**src/rtl/amci_arbiter.sv**
```systemverilog
// amci_arbiter: shares one AXI4 no-burst master's AMCI command port among
// NUM_REQ requesters. The write and read channels each run their own
// round-robin arbiter and three-state FSM (IDLE -> WAIT -> DONE).
// Every output is registered. Completion status is returned only to the
// requester that was granted.
module amci_arbiter #(
  parameter int NUM_REQ        = 2,
  parameter int AXI_DATA_WIDTH = 32,
  parameter int AXI_ADDR_WIDTH = 32
) (
  input  logic                                clk,
  input  logic                                resetn,
  // write requesters
  input  logic [NUM_REQ-1:0]                  req_wreq,
  input  logic [NUM_REQ*AXI_ADDR_WIDTH-1:0]   req_waddr,
  input  logic [NUM_REQ*AXI_DATA_WIDTH-1:0]   req_wdata,
  input  logic [NUM_REQ*3-1:0]                req_wsize,
  output logic [NUM_REQ-1:0]                  req_wdone,
  output logic [1:0]                          req_wresp,
  // read requesters
  input  logic [NUM_REQ-1:0]                  req_rreq,
  input  logic [NUM_REQ*AXI_ADDR_WIDTH-1:0]   req_raddr,
  input  logic [NUM_REQ*3-1:0]                req_rsize,
  output logic [NUM_REQ-1:0]                  req_rdone,
  output logic [AXI_DATA_WIDTH-1:0]           req_rdata,
  output logic [1:0]                          req_rresp,
  // AMCI write command side
  output logic [AXI_ADDR_WIDTH-1:0]           AMCI_WADDR,
  output logic [AXI_DATA_WIDTH-1:0]           AMCI_WDATA,
  output logic [2:0]                          AMCI_WSIZE,
  output logic                                AMCI_WRITE,
  input  logic [1:0]                          AMCI_WRESP,
  input  logic                                AMCI_WIDLE,
  // AMCI read command side
  output logic [AXI_ADDR_WIDTH-1:0]           AMCI_RADDR,
  output logic [2:0]                          AMCI_RSIZE,
  output logic                                AMCI_READ,
  input  logic [AXI_DATA_WIDTH-1:0]           AMCI_RDATA,
  input  logic [1:0]                          AMCI_RRESP,
  input  logic                                AMCI_RIDLE
);

  localparam int IW = (NUM_REQ > 1) ? $clog2(NUM_REQ) : 1;
  localparam logic [IW-1:0] LAST_INIT = IW'(NUM_REQ - 1);

  typedef enum logic [1:0] {
    ST_IDLE = 2'd0,
    ST_WAIT = 2'd1,
    ST_DONE = 2'd2
  } state_t;

  // Round-robin pick: the first requesting index after 'last', wrapping around.
  // The caller only uses the result when at least one request bit is set.
  function automatic logic [IW-1:0] rr_pick(input logic [NUM_REQ-1:0] req,
                                            input logic [IW-1:0]      last);
    logic [IW-1:0] pick;
    logic          found;
    logic [IW:0]   cand;
    pick  = last;
    found = 1'b0;
    for (int i = 1; i <= NUM_REQ; i++) begin
      cand = {1'b0, last} + (IW+1)'(i);
      if (cand >= (IW+1)'(NUM_REQ)) begin
        cand = cand - (IW+1)'(NUM_REQ);
      end
      if (!found && req[cand[IW-1:0]]) begin
        pick  = cand[IW-1:0];
        found = 1'b1;
      end
    end
    return pick;
  endfunction

  // ---------------------------------------------------------------- write
  state_t                    w_state_r, w_state_s;
  logic [IW-1:0]             w_grant_r, w_grant_s;
  logic [IW-1:0]             w_last_r, w_last_s;
  logic [IW-1:0]             w_pick_s;
  logic                      w_pulse_s;
  logic [AXI_ADDR_WIDTH-1:0] w_addr_s;
  logic [AXI_DATA_WIDTH-1:0] w_data_s;
  logic [2:0]                w_size_s;
  logic [NUM_REQ-1:0]        w_done_s;
  logic [1:0]                w_resp_s;

  assign w_pick_s = rr_pick(req_wreq, w_last_r);

  // Write channel next-state and next-output logic
  always_comb begin
    w_state_s = w_state_r;
    w_grant_s = w_grant_r;
    w_last_s  = w_last_r;
    w_pulse_s = 1'b0;
    w_addr_s  = AMCI_WADDR;
    w_data_s  = AMCI_WDATA;
    w_size_s  = AMCI_WSIZE;
    w_done_s  = '0;
    w_resp_s  = req_wresp;
    case (w_state_r)
      ST_IDLE: begin
        if ((|req_wreq) && AMCI_WIDLE) begin
          w_grant_s = w_pick_s;
          w_last_s  = w_pick_s;
          w_pulse_s = 1'b1;
          w_addr_s  = req_waddr[int'(w_pick_s)*AXI_ADDR_WIDTH +: AXI_ADDR_WIDTH];
          w_data_s  = req_wdata[int'(w_pick_s)*AXI_DATA_WIDTH +: AXI_DATA_WIDTH];
          w_size_s  = req_wsize[int'(w_pick_s)*3 +: 3];
          w_state_s = ST_WAIT;
        end else begin
          w_state_s = ST_IDLE;
        end
      end
      ST_WAIT: begin
        // The command pulse must be gone before idle can mean "finished".
        if (!AMCI_WRITE && AMCI_WIDLE) begin
          w_done_s[w_grant_r] = 1'b1;
          w_resp_s            = AMCI_WRESP;
          w_state_s           = ST_DONE;
        end else begin
          w_state_s = ST_WAIT;
        end
      end
      ST_DONE: begin
        // Requests are not sampled here, so the requester has one cycle to drop its request.
        w_state_s = ST_IDLE;
      end
      default: begin
        w_state_s = ST_IDLE;
      end
    endcase
  end

  // Write channel state and registered outputs
  always_ff @(posedge clk or negedge resetn) begin
    if (!resetn) begin
      w_state_r  <= ST_IDLE;
      w_grant_r  <= '0;
      w_last_r   <= LAST_INIT;
      AMCI_WRITE <= 1'b0;
      AMCI_WADDR <= '0;
      AMCI_WDATA <= '0;
      AMCI_WSIZE <= 3'd0;
      req_wdone  <= '0;
      req_wresp  <= 2'd0;
    end else begin
      w_state_r  <= w_state_s;
      w_grant_r  <= w_grant_s;
      w_last_r   <= w_last_s;
      AMCI_WRITE <= w_pulse_s;
      AMCI_WADDR <= w_addr_s;
      AMCI_WDATA <= w_data_s;
      AMCI_WSIZE <= w_size_s;
      req_wdone  <= w_done_s;
      req_wresp  <= w_resp_s;
    end
  end

  // ----------------------------------------------------------------- read
  state_t                    r_state_r, r_state_s;
  logic [IW-1:0]             r_grant_r, r_grant_s;
  logic [IW-1:0]             r_last_r, r_last_s;
  logic [IW-1:0]             r_pick_s;
  logic                      r_pulse_s;
  logic [AXI_ADDR_WIDTH-1:0] r_addr_s;
  logic [2:0]                r_size_s;
  logic [NUM_REQ-1:0]        r_done_s;
  logic [AXI_DATA_WIDTH-1:0] r_data_s;
  logic [1:0]                r_resp_s;

  assign r_pick_s = rr_pick(req_rreq, r_last_r);

  // Read channel next-state and next-output logic
  always_comb begin
    r_state_s = r_state_r;
    r_grant_s = r_grant_r;
    r_last_s  = r_last_r;
    r_pulse_s = 1'b0;
    r_addr_s  = AMCI_RADDR;
    r_size_s  = AMCI_RSIZE;
    r_done_s  = '0;
    r_data_s  = req_rdata;
    r_resp_s  = req_rresp;
    case (r_state_r)
      ST_IDLE: begin
        if ((|req_rreq) && AMCI_RIDLE) begin
          r_grant_s = r_pick_s;
          r_last_s  = r_pick_s;
          r_pulse_s = 1'b1;
          r_addr_s  = req_raddr[int'(r_pick_s)*AXI_ADDR_WIDTH +: AXI_ADDR_WIDTH];
          r_size_s  = req_rsize[int'(r_pick_s)*3 +: 3];
          r_state_s = ST_WAIT;
        end else begin
          r_state_s = ST_IDLE;
        end
      end
      ST_WAIT: begin
        if (!AMCI_READ && AMCI_RIDLE) begin
          r_done_s[r_grant_r] = 1'b1;
          r_data_s            = AMCI_RDATA;
          r_resp_s            = AMCI_RRESP;
          r_state_s           = ST_DONE;
        end else begin
          r_state_s = ST_WAIT;
        end
      end
      ST_DONE: begin
        r_state_s = ST_IDLE;
      end
      default: begin
        r_state_s = ST_IDLE;
      end
    endcase
  end

  // Read channel state and registered outputs
  always_ff @(posedge clk or negedge resetn) begin
    if (!resetn) begin
      r_state_r  <= ST_IDLE;
      r_grant_r  <= '0;
      r_last_r   <= LAST_INIT;
      AMCI_READ  <= 1'b0;
      AMCI_RADDR <= '0;
      AMCI_RSIZE <= 3'd0;
      req_rdone  <= '0;
      req_rdata  <= '0;
      req_rresp  <= 2'd0;
    end else begin
      r_state_r  <= r_state_s;
      r_grant_r  <= r_grant_s;
      r_last_r   <= r_last_s;
      AMCI_READ  <= r_pulse_s;
      AMCI_RADDR <= r_addr_s;
      AMCI_RSIZE <= r_size_s;
      req_rdone  <= r_done_s;
      req_rdata  <= r_data_s;
      req_rresp  <= r_resp_s;
    end
  end

endmodule

```
**config.mk**
```make
export PLATFORM = sky130hd
export DESIGN_NAME = amci_arbiter
export DESIGN_NICKNAME = d
export VERILOG_FILES = /design/src/rtl/amci_arbiter.sv
export SDC_FILE = /design/constraint.sdc
export NUM_CORES = 1
export LEC_CHECK = 0
export BUFFER_PORTS_ARGS = -buffer_cell sky130_fd_sc_hd__buf_2
export CAP_MARGIN = 15
export CORE_AREA = 5 5 151 153
export CTS_CLUSTER_SIZE = 40
export DETAILED_ROUTE_END_ITERATION = 8
export DIE_AREA = 0 0 156 158
export GPL_TIMING_DRIVEN = 0
export SLEW_MARGIN = 20
export SYNTH_ARGS = -nofsm -noshare
export SYNTH_HDL_FRONTEND = slang
export SYNTH_SLANG_ARGS = --single-unit
export TNS_END_PERCENT = 5
```
**constraint.sdc**
```tcl
create_clock -name clk -period 4.85 [get_ports clk]
set_clock_uncertainty 0.05 [all_clocks]
set_input_delay 0.2425 -clock clk [delete_from_list [all_inputs] [get_ports clk]]
set_output_delay 0.2425 -clock clk [all_outputs]
set_load 0.01 [all_outputs]
```
==> out/qor.txt, run 1 <==
outcome: finished, final reports clean
Total GRT Usage: 0.209
Slowest cell on crit path: nor3b_2
Seq/Total Area, Yosys: 0.544
drt total wl: 27.0 mm
Seq cells post-synth: 152
Vias/cell: 5.20
max-slew violation count: 0
initial antenna violation count: 5
max layer used: met5
Setup WS post-layout: 2.99 ns
Met2 Wirelength: 13.4 mm
Worst-path clk slew: 0.07 ns
worst-margin pin slew: 0.563 ns
crit start category: flop
Core ar.: 21400 µm²
min Tclk post-route: 1.86 ns
setup TNS after final layout: 0 ns
Root Driver: clkbuf_16
TritonCTS Buffers: 17
unrepaired setup endpoints after global routing: no
H-tree depth: 4
grt total ovfl: 0
Final Hold Fails: 0
Iter 0 DRT Violations: 419
worst-skew pair later-pin latency: 0.41 ns
synth warn: 0
largest net degree at the start of global routing: 89
# Post-CTS Setup Buffers: 0
pwr/cell area: 598 nW/µm²
synth unique cells: 26
Final setup viols: 0
I/O pins: 392
f_max: 537 MHz
row count: 54
initial core utilization: 0.327
WP data required: 5.08 ns
1st-pass router iterations: 7
detailed-route DRC error count: 0
Top cell by count, worst path: buf_2
CTS tree: done
# clock sinks: 152
pre-CTS setup slack: 2.90 ns
Cell Area, Synth: 7000 µm²
area grow syn2layout: 47.1%
Rel. slew slack: 0.623
fin nets: 1407
WL/cell: 18.5 µm
Max VDD drop: 0.258 mV
Hold Slack: 0.0337 ns
WL met1: 10.2 mm
CP peak stage delay: 0.51 ns
Mapped Cells: 711
Post-CTS Resized: 0
Critical Path Sink Type: flop
Finished Core Util: 0.481
first-pass GRT wire length: 40.9 mm
Max Fanout on Critical Path: 10
# hold bufs at CTS: 37
DR WL met3: 2.58 mm
Tcrit/Tclk final: 0.384
DP HPWL: 20.6 mm
kind of critical path: flop to flop
proportion of layout cells with a drive suffix above 1: 0.393
WP data arrival: 2.09 ns
Detail Route Antenna Nets: 0
CTS Buffer Depth: 2
Syn Area/Cell: 9.84 µm²
via count: 7565
Syn Nets: 959
final RePlAce weighted congestion: 0.865
Die W: 156 µm
Buffers on Ports: 391
Static Leakage: 4.75 nW
total power: 6.16 mW
Die Area: 24600 µm²
vias in the first global route: 7713
crit-path cells: nor3b_2 -> and2_1 -> buf_2 -> buf_2 -> a31oi_1
maxcap violations: 0
Worst Hold Class: primary input to flop
Die Height: 158 µm
[per-layer routing]
metal | global-route usage | vias up
met5 | 0 | -
met4 | 0.0750 | 6
met3 | 0.0692 | 44
met2 | 0.362 | 359
met1 | 0.243 | 3610
li1 | - | 3546
[cells by family (layout without fill, tap and decap cells)]
group / Yosys count / count (layout) / share of synthesized area
simple gates: 126 / 126 / 0.0978
mux: 38 / 38 / 0.0612
other cells: 0 / 2 / 0
buf+inv: 83 / 544 / 0.0542
compound gates: 312 / 312 / 0.243
flops: 152 / 152 / 0.544
[registers in the layout (all words and copies together) (netlist names), 2 cells and up]
name,count
AMCI_WDATA,32
req_wdone,2
req_wresp,2
AMCI_WSIZE,3
w_state_r,2
AMCI_RADDR,32
AMCI_RSIZE,3
AMCI_WADDR,32
req_rdata,32
req_rdone,2
r_state_r,2
req_rresp,2
[worst paths after layout]
check	startpoint	to	slack [ns]	depth (start not counted)
worst min-delay path	req_waddr[7]	AMCI_WADDR[7]$_DFFE_PN0P_	0.03	3
max in group asynchronous	resetn	r_last_r$_DFFE_PN1P_	3.62	3
worst min register to register	r_grant_r$_DFFE_PN0P_	req_rdone[0]$_DFF_PN0_	0.43	1
worst max register to register	w_state_r[1]$_DFF_PN0_	AMCI_WDATA[3]$_DFFE_PN0P_	2.99	5
min in group asynchronous	resetn	AMCI_WDATA[28]$_DFFE_PN0P_	0.29	2
worst max-delay path	w_state_r[1]$_DFF_PN0_	AMCI_WDATA[3]$_DFFE_PN0P_	2.99	5
[cells in the final DEF, fill, tap and decap left out, types with 4 or more instances in the layout]
| master | instances |
|---|---|
| inv_6 | 7 |
| dlygate4sd3_1 | 37 |
| buf_2 | 411 |
| and2_1 | 4 |
| o21ai_0 | 101 |
| a21oi_1 | 104 |
| clkbuf_16 | 17 |
| buf_4 | 9 |
| dfrtp_1 | 150 |
| nand2b_1 | 4 |
| clkbuf_1 | 51 |
| a31oi_1 | 104 |
| nand3_1 | 102 |
| mux2_1 | 38 |
[layout make-up]
cell class | count | area (µm²)
plain buffers | 82 | 375
flip-flops and latches | 152 | 3810
clock inverters | 15 | 153
fillers | 2136 | 11100
clock buffers | 17 | 425
inverters | 1 | 3.75
diodes | 2 | 5.00
well taps | 280 | 350
repair buffers | 429 | 2360
multi-input cells | 476 | 2810
[synthesized netlist by cell type]
library cell	instances	area share
a31o_1	1	0.0013
nor3b_1	1	0.0011
nor2_1	2	0.0011
or2_1	3	0.0027
inv_1	1	0.00054
nand2b_1	4	0.0036
o21ai_1	1	0.00071
dfrtp_1	150	0.54
mux2_1	38	0.061
nor3b_4	1	0.0027
buf_2	21	0.015
buf_4	9	0.0097
a31oi_1	104	0.093
o21ai_0	101	0.072
dfstp_2	2	0.0075
buf_6	1	0.0016
and2_1	4	0.0036
o21bai_1	1	0.0011
a21oi_1	104	0.074
nand3_1	102	0.073
clkbuf_1	51	0.027
and2_4	1	0.0013
nand2_1	1	0.00054
nor3b_2	2	0.0036
nor2b_1	3	0.0027
and2b_1	2	0.0021
[worst max-delay path, delay by kind of cell, from the launching register on]
family                 cells  cell delay (ns)
and+or+nand+nor            2             0.71
DFF                        1             0.39
buffers and inverters      2             0.47
AOI/OAI and AO/OA          1             0.11
[report_power, final]
part / total [mW] / switching [mW] / internal, mW
Sequential: 2.22 / 0.335 / 1.89
Combinational: 2.64 / 1.56 / 1.08
Clock: 1.29 / 0.607 / 0.686
[stage by stage]
stage	area [µm²]	std cells
2_1_floorplan	7000	711
3_3_place_gp	9300	1382
3_5_place_dp	9340	1383
4_1_cts	10300	1452
5_1_grt	10300	1454
6_report	10300	1454
Power figures use the tool's default switching activity.
==> run 2: changes to the inputs <==
Settings changed: PLACE_DENSITY set to 0.65.
Clock period 4.85 ns to 1.6 ns, I/O delays scaled along.
==> run 2 against run 1 <==
  * The run now ends with negative setup slack left
  * Hold slack gained 0.062 ns
  * Highest routed layer is now met4
  * Cell area grew 23%
  * Via count grew 18%
  * Sequential share of layout area shrank 6.9 points
  * Critical path type unchanged
==> out/qor.txt, run 2 (synthesized netlist as in run 1, its figures left out) <==
share of total power in combinational logic: 0.456
crit-path cells: and2b_2 -> clkbuf_1 -> o21ai_0 -> a31oi_1
Critical Path Sink Type: flop
setup TNS after final layout: -0.00500 ns
Die Area: 24600 µm²
Rel. slew slack: 0.629
Die W: 156 µm
unrepaired setup endpoints after global routing: yes
vias in the first global route: 9325
Final Non-Filler Cells: 1666
CP peak stage delay: 0.56 ns
switching share of total power: 0.402
Psw: 8.06 mW
Final setup viols: 1
Tcrit/Tclk final: 1.00
Iter 0 DRT Violations: 752
drt total wl: 32.1 mm
Total GRT Usage: 0.251
I/O pins: 392
Detail Route Antenna Nets: 0
Max Fanout on Critical Path: 10
Worst-path clk slew: 0.06 ns
final RePlAce weighted congestion: 0.888
grt total ovfl: 0
failing checks: negative setup slack
CTS tree: done
TritonCTS Buffers: 17
maxcap violations: 0
Placed Instances: 1383
CTS Buffer Depth: 2
f_max: 623 MHz
Setup WS post-layout: -0.00500 ns
WP data required: 1.83 ns
Buffers on Ports: 391
Vias/cell: 5.34
kind of critical path: flop to flop
crit start category: flop
Fillers: 1700
worst-margin pin slew: 0.557 ns
row count: 54
Die Height: 158 µm
total power: 20.0 mW
largest net degree at the start of global routing: 85
outcome: complete, but fails checks
Slowest cell on crit path: dfstp_2
Root Driver: clkbuf_16
R2R setup slack: -0.005 ns
Static Leakage: 5.80 nW
internal power: 12.0 mW
sequential fraction of design power: 0.342
Final Hold Fails: 0
clock network fraction of total power: 0.203
pwr/cell area: 1580 nW/µm²
commonest non-fill, non-tap cells in the layout: 401 x buf_2, 243 x dlygate4sd3_1, 150 x dfrtp_1, 104 x a21oi_1, 104 x a31oi_1
fin nets: 1618
commonest non-fill, non-tap cell in the layout: buf_2
initial core utilization: 0.327
first-pass GRT wire length: 49.4 mm
max-slew violation count: 0
min Tclk post-route: 1.60 ns
H-tree depth: 4
delay-heaviest family, CP: flip-flops
Max VDD drop: 0.752 mV
Buf+Inv Stages, Crit Path: 1
Core ar.: 21400 µm²
Placement Cell Area: 9340 µm²
initial antenna violation count: 1
1st-pass router iterations: 5
Final Cell Area: 12700 µm²
# clock sinks: 152
DP HPWL: 20.5 mm
via count: 8900
area grow syn2layout: 81.0%
WL/cell: 19.3 µm
proportion of layout cells with a drive suffix above 1: 0.370
worst-skew pair later-pin latency: 0.41 ns
Worst Hold Class: primary input to flop
WP data arrival: 1.84 ns
detailed-route DRC error count: 0
run 2: path summary, 6_finish.rpt:
path,endpoint,startpoint,cells past startpoint
min reg2reg,req_wresp[1]$_DFFE_PN0P_,req_wresp[1]$_DFFE_PN0P_,1
min in group asynchronous,AMCI_WADDR[0]$_DFFE_PN0P_,resetn,2
max in group asynchronous,r_last_r$_DFFE_PN1P_,resetn,3
min,AMCI_RSIZE[0]$_DFFE_PN0P_,req_rreq[1],4
max,AMCI_WDATA[21]$_DFFE_PN0P_,w_last_r$_DFFE_PN1P_,4
max reg2reg,AMCI_WDATA[21]$_DFFE_PN0P_,w_last_r$_DFFE_PN1P_,4
run 2: worst register-to-register path, stage by stage, from the launching register on:
cell,delay (ns)
dfstp_2,0.56
and2b_2,0.26
clkbuf_1,0.22
o21ai_0,0.27
a31oi_1,0.12
run 2: final cells by class:
cell class	count	area (µm²)	share of cell area
plain buffers	80	551	0.0435
flip-flops and latches	152	3810	0.301
diodes	3	7.51	0.000593
multi-input cells	476	2860	0.226
clock buffers	18	439	0.0347
well taps	280	350	0.0277
clock inverters	14	153	0.0121
repair buffers	642	4490	0.355
inverters	1	3.75	0.000296
run 2: routing by layer:
layer,GRT usage,vias up,share of wire
li1,-,3975,-
met1,0.281,4177,0.36
met2,0.447,631,0.51
met3,0.0724,117,0.10
met4,0.102,0,0.036
met5,0,-,0
run 2: metrics by stage:
step	setup WS, ns	hold WS (ns)	util
finish	-0.00500	0.0959	0.591
global route	-0.0486	0.105	0.591
CTS	-0.0558	0.0656	0.585
detailed placement	-0.365	0.0190	0.436
global placement	-1.95	0.247	0.434
floorplan	0.0287	-0.266	-
run 2: power groups by stage:
stage               logic, mW  clock network, mW  registers (mW)
global route             9.93               4.32            7.04
floorplan                3.60                  0            7.57
global placement         7.93                  0            6.74
finish                   9.13               4.06            6.85
CTS                      8.71               4.15            6.76
detailed placement       8.00                  0            6.78
run 2: timing repair:
| item | 4_1_cts | 5_1_grt |
|---|---|---|
| hold buffers | 243 | 0 |
| resized for setup | 54 | 109 |
| buffers inserted | 7 | 0 |
| setup endpoints to repair | 128 | 128 |
| pin swaps | 2 | 2 |
| endpoints found under the hold margin | 209 | 0 |
